## config.mk

```make
export PLATFORM = sky130hd
export DESIGN_NAME = fetch_bpred_stage
export DESIGN_NICKNAME = d
export VERILOG_FILES = /design/src/rtl/bpred_pkg.sv /design/src/rtl/btb_table.sv /design/src/rtl/fetch_bpred_stage.sv
export SDC_FILE = /design/constraint.sdc
export NUM_CORES = 1
export LEC_CHECK = 0
export BUFFER_PORTS_ARGS = -buffer_cell sky130_fd_sc_hd__buf_2
export CORE_MARGIN = 2
export CORE_UTILIZATION = 64
export CTS_CLUSTER_SIZE = 12
export DETAILED_ROUTE_END_ITERATION = 8
export PLACE_DENSITY = 0.86
export REMOVE_ABC_BUFFERS = 1
export SKIP_LAST_GASP = 1
export SYNTH_ARGS = -nofsm -noshare
export SYNTH_HDL_FRONTEND = slang
export SYNTH_SLANG_ARGS = --single-unit
```

## constraint.sdc

```tcl
create_clock -name clk -period 6.9 [get_ports clk]
set_input_delay 1.38 -clock clk [delete_from_list [all_inputs] [get_ports clk]]
set_output_delay 1.38 -clock clk [all_outputs]
set_load 0.01 [all_outputs]
```

## src/rtl/bpred_pkg.sv

```systemverilog
// rtl/bpred_pkg.sv - shared 2-bit predictor encodings and counter update helper
package bpred_pkg;

  localparam logic [1:0] SNT = 2'd0;
  localparam logic [1:0] WNT = 2'd1;
  localparam logic [1:0] WT  = 2'd2;
  localparam logic [1:0] ST  = 2'd3;

  function automatic logic [1:0] ctr_next(input logic [1:0] ctr, input logic taken);
    if (taken) begin
      return (ctr == ST) ? ST : ctr + 2'd1;
    end
    return (ctr == SNT) ? SNT : ctr - 2'd1;
  endfunction

endpackage

```

## src/rtl/btb_table.sv

```systemverilog
// rtl/btb_table.sv - direct-mapped BTB storage: async fetch/update read ports, one sync write port
module btb_table #(
  parameter int BTB_DEPTH = 16,
  parameter int TAG_W     = 3,
  parameter int PC_W      = 9,
  localparam int IDX_W    = $clog2(BTB_DEPTH)
) (
  input  logic             clk,
  input  logic             reset,
  input  logic [IDX_W-1:0] fetch_idx,
  output logic             fetch_valid,
  output logic [TAG_W-1:0] fetch_tag,
  output logic [PC_W-1:0]  fetch_target,
  output logic [1:0]       fetch_ctr,
  input  logic [IDX_W-1:0] upd_idx,
  output logic             upd_valid,
  output logic [TAG_W-1:0] upd_tag,
  output logic [PC_W-1:0]  upd_target,
  output logic [1:0]       upd_ctr,
  input  logic             wr_en,
  input  logic [TAG_W-1:0] wr_tag,
  input  logic [PC_W-1:0]  wr_target,
  input  logic [1:0]       wr_ctr
);

  typedef struct packed {
    logic             valid;
    logic [TAG_W-1:0] tag;
    logic [PC_W-1:0]  target;
    logic [1:0]       ctr;
  } btb_entry_t;

  btb_entry_t mem [BTB_DEPTH];

  assign fetch_valid  = mem[fetch_idx].valid;
  assign fetch_tag    = mem[fetch_idx].tag;
  assign fetch_target = mem[fetch_idx].target;
  assign fetch_ctr    = mem[fetch_idx].ctr;

  assign upd_valid    = mem[upd_idx].valid;
  assign upd_tag      = mem[upd_idx].tag;
  assign upd_target   = mem[upd_idx].target;
  assign upd_ctr      = mem[upd_idx].ctr;

  // Writes always land on the update index; reads see old contents until the next cycle.
  always_ff @(posedge clk) begin
    if (reset) begin
      for (int i = 0; i < BTB_DEPTH; i++) begin
        mem[i].valid <= 1'b0;
      end
    end else if (wr_en) begin
      mem[upd_idx] <= '{valid: 1'b1, tag: wr_tag, target: wr_target, ctr: wr_ctr};
    end
  end

endmodule

```

## src/rtl/fetch_bpred_stage.sv

```systemverilog
// rtl/fetch_bpred_stage.sv - IF stage with BTB + 2-bit prediction, mispredict recovery and branch statistics
module fetch_bpred_stage
  import bpred_pkg::*;
#(
  parameter int              PC_W      = 9,
  parameter int              INS_W     = 32,
  parameter int              BTB_DEPTH = 16,
  parameter logic [PC_W-1:0] RESET_PC  = '0,
  parameter int              CNT_W     = 16
) (
  input  logic             clk,
  input  logic             reset,
  input  logic             stall_i,
  output logic [PC_W-1:0]  imem_addr_o,
  input  logic [INS_W-1:0] imem_rdata_i,
  input  logic             res_valid_i,
  input  logic             res_is_branch_i,
  input  logic [PC_W-1:0]  res_pc_i,
  input  logic             res_taken_i,
  input  logic [PC_W-1:0]  res_target_i,
  input  logic             res_pred_taken_i,
  input  logic [PC_W-1:0]  res_pred_target_i,
  output logic             flush_o,
  output logic             ifid_valid_o,
  output logic [PC_W-1:0]  ifid_pc_o,
  output logic [INS_W-1:0] ifid_instr_o,
  output logic             ifid_pred_taken_o,
  output logic [PC_W-1:0]  ifid_pred_target_o,
  output logic [CNT_W-1:0] branch_cnt_o,
  output logic [CNT_W-1:0] mispred_cnt_o
);

  localparam int IDX_W = $clog2(BTB_DEPTH);
  localparam int TAG_W = PC_W - IDX_W - 2;

  typedef struct packed {
    logic             valid;
    logic [PC_W-1:0]  pc;
    logic [INS_W-1:0] instr;
    logic             pred_taken;
    logic [PC_W-1:0]  pred_target;
  } if_id_pred_t;

  logic [PC_W-1:0]  pc_q, pc_d, pc_plus4;
  if_id_pred_t      ifid_q, ifid_d;
  logic [CNT_W-1:0] branch_cnt_q, mispred_cnt_q;

  logic             f_valid, u_valid;
  logic [TAG_W-1:0] f_tag, u_tag;
  logic [PC_W-1:0]  f_target, u_target;
  logic [1:0]       f_ctr, u_ctr;

  logic             hit, pred_taken, res_branch, mispred, u_hit, wr_en;
  logic [PC_W-1:0]  wr_target;
  logic [1:0]       wr_ctr;
  logic             unused_ctr_lsb;

  btb_table #(.BTB_DEPTH(BTB_DEPTH), .TAG_W(TAG_W), .PC_W(PC_W)) u_btb (
    .clk          (clk),
    .reset        (reset),
    .fetch_idx    (pc_q[IDX_W+1:2]),
    .fetch_valid  (f_valid),
    .fetch_tag    (f_tag),
    .fetch_target (f_target),
    .fetch_ctr    (f_ctr),
    .upd_idx      (res_pc_i[IDX_W+1:2]),
    .upd_valid    (u_valid),
    .upd_tag      (u_tag),
    .upd_target   (u_target),
    .upd_ctr      (u_ctr),
    .wr_en        (wr_en),
    .wr_tag       (res_pc_i[PC_W-1:IDX_W+2]),
    .wr_target    (wr_target),
    .wr_ctr       (wr_ctr)
  );

  assign unused_ctr_lsb = f_ctr[0];

  assign res_branch = res_valid_i & res_is_branch_i;
  assign mispred    = res_branch & ((res_taken_i != res_pred_taken_i) |
                                    (res_taken_i & (res_target_i != res_pred_target_i)));
  assign flush_o    = mispred & ~reset;

  assign hit        = f_valid & (f_tag == pc_q[PC_W-1:IDX_W+2]);
  assign pred_taken = hit & f_ctr[1];
  assign pc_plus4   = pc_q + PC_W'(4);

  // A miss only allocates when taken; a hit keeps its old target on not-taken.
  assign u_hit     = u_valid & (u_tag == res_pc_i[PC_W-1:IDX_W+2]);
  assign wr_en     = res_branch & (u_hit | res_taken_i);
  assign wr_ctr    = u_hit ? ctr_next(u_ctr, res_taken_i) : WT;
  assign wr_target = (u_hit & ~res_taken_i) ? u_target : res_target_i;

  always_comb begin
    pc_d   = pc_plus4;
    ifid_d = '{valid: 1'b1, pc: pc_q, instr: imem_rdata_i,
               pred_taken: pred_taken, pred_target: f_target};
    if (mispred) begin
      pc_d   = res_taken_i ? res_target_i : res_pc_i + PC_W'(4);
      ifid_d = '0;
    end else if (stall_i) begin
      pc_d   = pc_q;
      ifid_d = ifid_q;
    end else if (pred_taken) begin
      pc_d   = f_target;
    end
  end

  always_ff @(posedge clk) begin
    if (reset) begin
      pc_q          <= RESET_PC;
      ifid_q        <= '0;
      branch_cnt_q  <= '0;
      mispred_cnt_q <= '0;
    end else begin
      pc_q   <= pc_d;
      ifid_q <= ifid_d;
      if (res_branch && branch_cnt_q != '1) begin
        branch_cnt_q <= branch_cnt_q + CNT_W'(1);
      end
      if (mispred && mispred_cnt_q != '1) begin
        mispred_cnt_q <= mispred_cnt_q + CNT_W'(1);
      end
    end
  end

  assign imem_addr_o        = pc_q;
  assign ifid_valid_o       = ifid_q.valid;
  assign ifid_pc_o          = ifid_q.pc;
  assign ifid_instr_o       = ifid_q.instr;
  assign ifid_pred_taken_o  = ifid_q.pred_taken;
  assign ifid_pred_target_o = ifid_q.pred_target;
  assign branch_cnt_o       = branch_cnt_q;
  assign mispred_cnt_o      = mispred_cnt_q;

endmodule
```

==> results.cfg, run 1 <==
[outcome]
status = finished, final reports clean

[clock_network]
cts.sinks = 337
ctsHoldBuffers = 0
cts.htree.levels = 2
path_clk_slew_ns = 0.06
clock_latency_ns = 0.53
cts_made_buffers = 35
post_cts_buffers = 0
root_buffer = clkbuf_16
cts_buffer_depth = 3
cts_resized = 0
cts_tree = yes

[floorplanning]
rows = 56
die-height_um = 158.6
io_pins = 160
core_um2 = 23470
die_area_um2 = 25150
initial_utilization_pct = 65.17
die_x_um = 158.6

[timing]
relSlewSlack_pct = 8.617
tns_ns = 0
rsz0062_at_grt = no
period_share_pct = 74.53
finalHoldViolCount = 0
fin_crit_ns = 5.142
report.final.slew_viol_count = 0
worst_pin_slew_ns = 1.366
worst_slack_ns = 1.758
final-setup-viol-count = 0
max_freq_ghz = 0.1945
finalClockSkew_ns = 0.02958

[synth]
synth_top_area_cell = edfxtp_1
synth_top_area_share_pct = 43.98
ys.flop_type = edfxtp_1
ys_types = 58
syn_avg_cell_area_um2 = 15.03
synth-seq-cells = 337
ys_top_cells_by_area = edfxtp_1 44%, mux4_2 19%, dfxtp_1 15%, mux2i_1 3.9%, nor2_1 2.3%
ys_seq_area_share_pct = 58.76
synth-async-reset-ratio_pct = 0
synthCells = 1018
synth-edff-count = 224
synthesis.area_um2 = 15300
yosys_warnings = 0

[cells_and_area]
final-instance-count-excl-fill = 1516
final-seq-area_um2 = 8994
drive_gt1_share_pct = 31.97
nNetsFinal = 1242
multi_input_area_um2 = 5936
synthToLayoutAreaGrowth_pct = 13.96
nFillCells = 1386
final_util_pct = 74.26

[route]
firstDrtPassIters = 6
drt_wl_total_mm = 41.73
drtIter0Drc = 1395
vias_per_cell = 6.831
drc = 0
final_antenna_net_count = 0
wire_per_inst_um = 27.53
routed-via-count = 10360

[power_and_ir_drop]
switchingPower_mw = 1.054
p_int_mw = 3.387
p_comb_share_pct = 10.4
power_frac_clock_pct = 39.5
p_leak_nw = 6.207
switching_share_pct = 23.74
finalPower_mw = 4.441
power_frac_seq_pct = 50.1
ir_drop_mv = 0.2212
p_per_area_nw_per_um2 = 254.8

[placement]
gp_congestion = 0.9175
dp.cells = 1449
pre_cts_ws_ns = 1.304
io_buffers = 159
dp_hpwl_mm = 28.03

[setup_path]
crit_path_max_incr_delay_ns = 1.04
path_buf_inv = 1
critPathMaxFanout = 37
critPathRequiredTime_ns = 7.02
worstReg2RegEnd = u_btb.mem[6][0]
crit_slowest_cell = nor2_1
arrival_ns = 5.26
r2r_cells = 7
critPathTopFamily = simple AND/OR/NAND/NOR gates
rrSetupSlack_ns = 2.88
cpMostUsedCell = mux4_2
startpoint_type = input pin
r2r_start = u_btb.mem[6][13]
worstSetupEndpointType = flip-flop
path_class = input pin to flip-flop
crit_chain = buf_2, mux4_2, mux4_2, xnor2_1, nand4_4, a21oi_4, nand2_4, nor2_1

[hold_path]
hp-start = ifid_valid_o
holdCritPathClass = flip-flop to flip-flop
worstHoldPathCells = 1
hold_end = ifid_valid_o

[global_routing]
overflow = 0
antenna_found_initial = 2
grt_pass1_wl_mm = 60.26
grt_max_degree = 59
grt_usage_pct = 33.17
grt_pass1_vias = 9792

[flow_run]
cap_violations = 0
layout by cell type, fill, tap and decap left out, drive strengths merged, types with 19 or more instances in the layout:
| cell | instances |
|---|---|
| xor2 | 24 |
| o22ai | 19 |
| xnor2 | 21 |
| mux4 | 130 |
| o21ai | 21 |
| a21oi | 35 |
| clkbuf | 58 |
| nor2 | 96 |
| nand3 | 21 |
| buf | 178 |
| edfxtp | 224 |
| inv | 29 |
| dfxtp | 113 |
| nand2 | 57 |
| mux2i | 60 |
per-layer routing:
layer | routed length, um | track usage [%] | vias up
li1 | - | - | 4270
met1 | 14770 | 42.93 | 5080
met2 | 19300 | 52.20 | 861
met3 | 5786 | 10.70 | 145
met4 | 1875 | 14.20 | 0
met5 | 0 | 0 | -
synthesized netlist by cell type (2+ instances only):
library cell    n
xnor2_2         2
a31oi_1         2
o21a_1          3
a21oi_1        34
mux4_2        130
xor2_1         24
nand3b_1        4
o31ai_1         4
nand4_1        11
o22ai_1        17
or3_1          13
nor4_1          2
buf_2          16
nor3_1          6
nand2_1        53
o22ai_2         2
clkbuf_1       35
o211ai_1        2
buf_1          11
nand2_4         4
nor2_1         94
o21ai_0        20
and3_1          7
xnor2_1        19
mux2_2         12
nand2b_1        4
and2_1          2
a311oi_1        2
o31a_1          2
nand3_1        21
edfxtp_1      224
a211oi_1        3
dfxtp_1       113
inv_1          26
mux2i_1        60
buf_6           2
ha_1            7
a32oi_1         2
and4_1          4
sequential cells by signal (all words and copies together), names as in the netlist, named ones only:
register,cells
branch_cnt_o,16
ifid_instr_o,32
ifid_pc_o,9
ifid_pred_taken_o,1
ifid_pred_target_o,9
ifid_valid_o,1
imem_addr_o,9
mispred_cnt_o,16
u_btb.mem,240
through the flow:
step	hold WS [ns]	cell area [um2]
6_report	0.4580	17430
4_1_cts	0.4633	17400
5_1_grt	0.4686	17430
3_5_place_dp	0.4494	16350
2_1_floorplan	0.4456	15020
3_3_place_gp	0.4303	16350
worst max-delay path by stage:
stage                     slack (ns)         from         endpoint  cells past startpoint
after floorplan                 2.44    flip-flop        flip-flop                      7
after global placement          1.45  res_pc_i[3]  u_btb.mem[7][9]                      8
after detailed placement        1.30  res_pc_i[3]  u_btb.mem[7][7]                      8
after CTS                       1.76  res_pc_i[3]  u_btb.mem[7][0]                      8
after global routing            1.69  res_pc_i[3]  u_btb.mem[6][0]                      8
final                           1.76  res_pc_i[3]  u_btb.mem[6][0]                      8
cell families after synthesis:
| logic type | share of synthesized area (%) |
|---|---|
| buffers and inverters | 2.462 |
| flip-flops | 58.76 |
| AND/OR/NAND/NOR | 7.305 |
| AO/OA/AOI/OAI | 4.270 |
| multiplexers | 23.95 |
| adder cells (fa/ha/maj) | 0.5726 |
| XOR/XNOR | 2.675 |
worst reg2reg max path, stage by stage (launching register included):
cell,delay [ns]
edfxtp_1,0.45
mux4_2,0.49
mux4_2,0.49
xnor2_1,0.35
nand4_4,0.23
a21oi_4,0.39
nand2_4,0.16
nor2_1,1.05
final cells by class:
cell class | count | share of cell area (%)
inverters | 27 | 0.5814
flip-flops and latches | 337 | 51.59
clock inverters | 5 | 0.2010
well taps | 319 | 2.290
clock buffers | 58 | 5.814
repair buffers | 178 | 5.441
multi-input cells | 590 | 34.05
diodes | 2 | 0.02871
power by group through the flow:
| stage | sequential (mW) | clock, mW | combinational, mW |
|---|---|---|---|
| after floorplan | 2.28 | 0 | 0.243 |
| after global placement | 2.27 | 0 | 0.434 |
| after detailed placement | 2.27 | 0 | 0.448 |
| after CTS | 2.23 | 1.77 | 0.455 |
| after global routing | 2.23 | 1.85 | 0.486 |
| final | 2.23 | 1.75 | 0.462 |
Note: power is estimated with default switching activity, not from simulation.
==> inputs of run 2 (changes only) <==
CORE_UTILIZATION = 59   (was 64)
PLACE_DENSITY = 0.8   (was 0.86)
clock period = 5.3 ns   (was 6.9 ns; I/O delays follow)
==> run 2 against run 1 <==
Compared with the run above: clock skew fell by 0.012 ns; utilization down 4.9 points; wire length down 1.1%; non-clock buffer count increased by 20; via count shrank 0.69%; cell area grew 0.72%; flip-flop and latch count is the same; sequential share of layout area is 0.37 points lower; setup slack worse by 0.61 ns; critical path type unchanged; highest routed layer is now met5.
==> results.cfg, run 2 (synthesis gave the netlist of run 1 again) <==
[outcome]
status = finished, final reports clean

[placement]
gp_congestion = 0.9079
dp.cells = 1482
dp_hpwl_mm = 27.74
io_buffers = 159

[route]
wire_per_inst_um = 26.86
routed-via-count = 10290
drtIter0Drc = 1334
final_antenna_net_count = 0
drt_wl_total_mm = 41.28
drc = 0
firstDrtPassIters = 6
vias_per_cell = 6.692

[floorplanning]
rows = 58
core_um2 = 25330
die-height_um = 165.0
die_x_um = 165.0
initial_utilization_pct = 60.39
die_area_um2 = 27230
io_pins = 160

[clock_network]
cts.sinks = 337
clock_latency_ns = 0.52
post_cts_buffers = 0
root_buffer = clkbuf_16
cts_tree = yes
ctsHoldBuffers = 0
cts_buffer_depth = 3
cts_made_buffers = 35
cts.htree.levels = 2
path_clk_slew_ns = 0.05
cts_resized = 0

[global_routing]
grt_usage_pct = 30.80
antenna_found_initial = 3
overflow = 0
grt_max_degree = 59
grt_pass1_vias = 9800
grt_pass1_wl_mm = 60.64

[flow_run]
cap_violations = 0

[setup_path]
startpoint_type = input pin
arrival_ns = 4.35
path_class = input pin to flip-flop
worstSetupEndpointType = flip-flop
crit_path_max_incr_delay_ns = 0.59
path_buf_inv = 2
crit_slowest_cell = mux4_2
crit_chain = buf_4, mux4_2, mux4_2, xnor2_2, nand4_4, a21oi_4, nand2_4, nor2_1, buf_4
critPathMaxFanout = 29
critPathRequiredTime_ns = 5.50
critPathTopFamily = multiplexers

[cells_and_area]
final_common_cell = edfxtp_1
final-instance-count-excl-fill = 1537
drive_gt1_share_pct = 33.11
largest_reg_flops = 240
final_cell_mix = 224 x edfxtp_1, 158 x buf_2, 130 x mux4_2
final_util_pct = 69.32
synthToLayoutAreaGrowth_pct = 14.78
nNetsFinal = 1262
largest_register = u_btb.mem

[timing]
final-setup-viol-count = 0
report.final.slew_viol_count = 0
fin_crit_ns = 4.150
finalClockSkew_ns = 0.01709
max_freq_ghz = 0.2409
relSlewSlack_pct = 23.23
finalHoldViolCount = 0
period_share_pct = 78.31
tns_ns = 0
rsz0062_at_grt = no
worst_pin_slew_ns = 1.149

[power_and_ir_drop]
finalPower_mw = 5.737
p_leak_nw = 6.302
ir_drop_mv = 0.2597
p_per_area_nw_per_um2 = 326.8

[hold_path]
holdCritPathClass = flip-flop to flip-flop
## run 2: cell types whose count changed in the layout (fill, tap and decap cells not counted), sizes merged
cell | previous run | this run
buf | 178 | 198
clkbuf | 58 | 49
inv | 29 | 26
clkinv | 3 | 5
## run 2: worst paths after layout
path / start / end / slack, ns / cells after the start
worst min-delay path: ifid_pred_target_o[0] / ifid_pred_target_o[0] / 0.46 / 2
worst min register to register: ifid_pred_target_o[0] / ifid_pred_target_o[0] / 0.46 / 2
worst max register to register: flip-flop / flip-flop / 1.54 / 9
worst max-delay path: res_pc_i[2] / u_btb.mem[6][5] / 1.15 / 9
## run 2: routing by layer
metal	global-route usage, %	vias to the layer above	part of all wire (%)
met5	0	-	0.024
met4	12.41	2	4.0
met3	6.931	122	12
met2	49.15	734	48
met1	41.54	5118	36
li1	-	4309	-
## run 2: power by group
| part | total [mW] | internal [mW] | switching, mW |
|---|---|---|---|
| clock network | 2.24 | 1.30 | 0.941 |
| registers | 2.89 | 2.83 | 0.0584 |
| logic | 0.601 | 0.269 | 0.331 |
| total | 5.74 | 4.41 | 1.33 |
## run 2: area by class of cell
class / instances / area [um2]
clock buffer: 49 / 1001
inverter: 27 / 101.3
fill: 1675 / 7770
clock inverter: 4 / 18.77
tap: 330 / 412.9
timing repair buffer: 198 / 1091
multi-input combinational: 590 / 5933
sequential: 337 / 8994
antenna: 2 / 5.005
## run 2: tightest hold or removal path, delay by kind of cell (launching register included)
kind,cells,cell delay (ns)
AOI/OAI and AO/OA,1,0.05
DFF,1,0.30
and+or+nand+nor,1,0.06
## run 2: through the flow
step / setup slack, ns / area (um2) / hold WS (ns)
floorplan: 0.8427 / 15020 / 0.4456
global placement: 0.7727 / 16530 / 0.4338
detailed placement: 0.6539 / 16530 / 0.4551
CTS: 1.165 / 17550 / 0.4635
global route: 0.9965 / 17550 / 0.4785
finish: 1.150 / 17560 / 0.4586
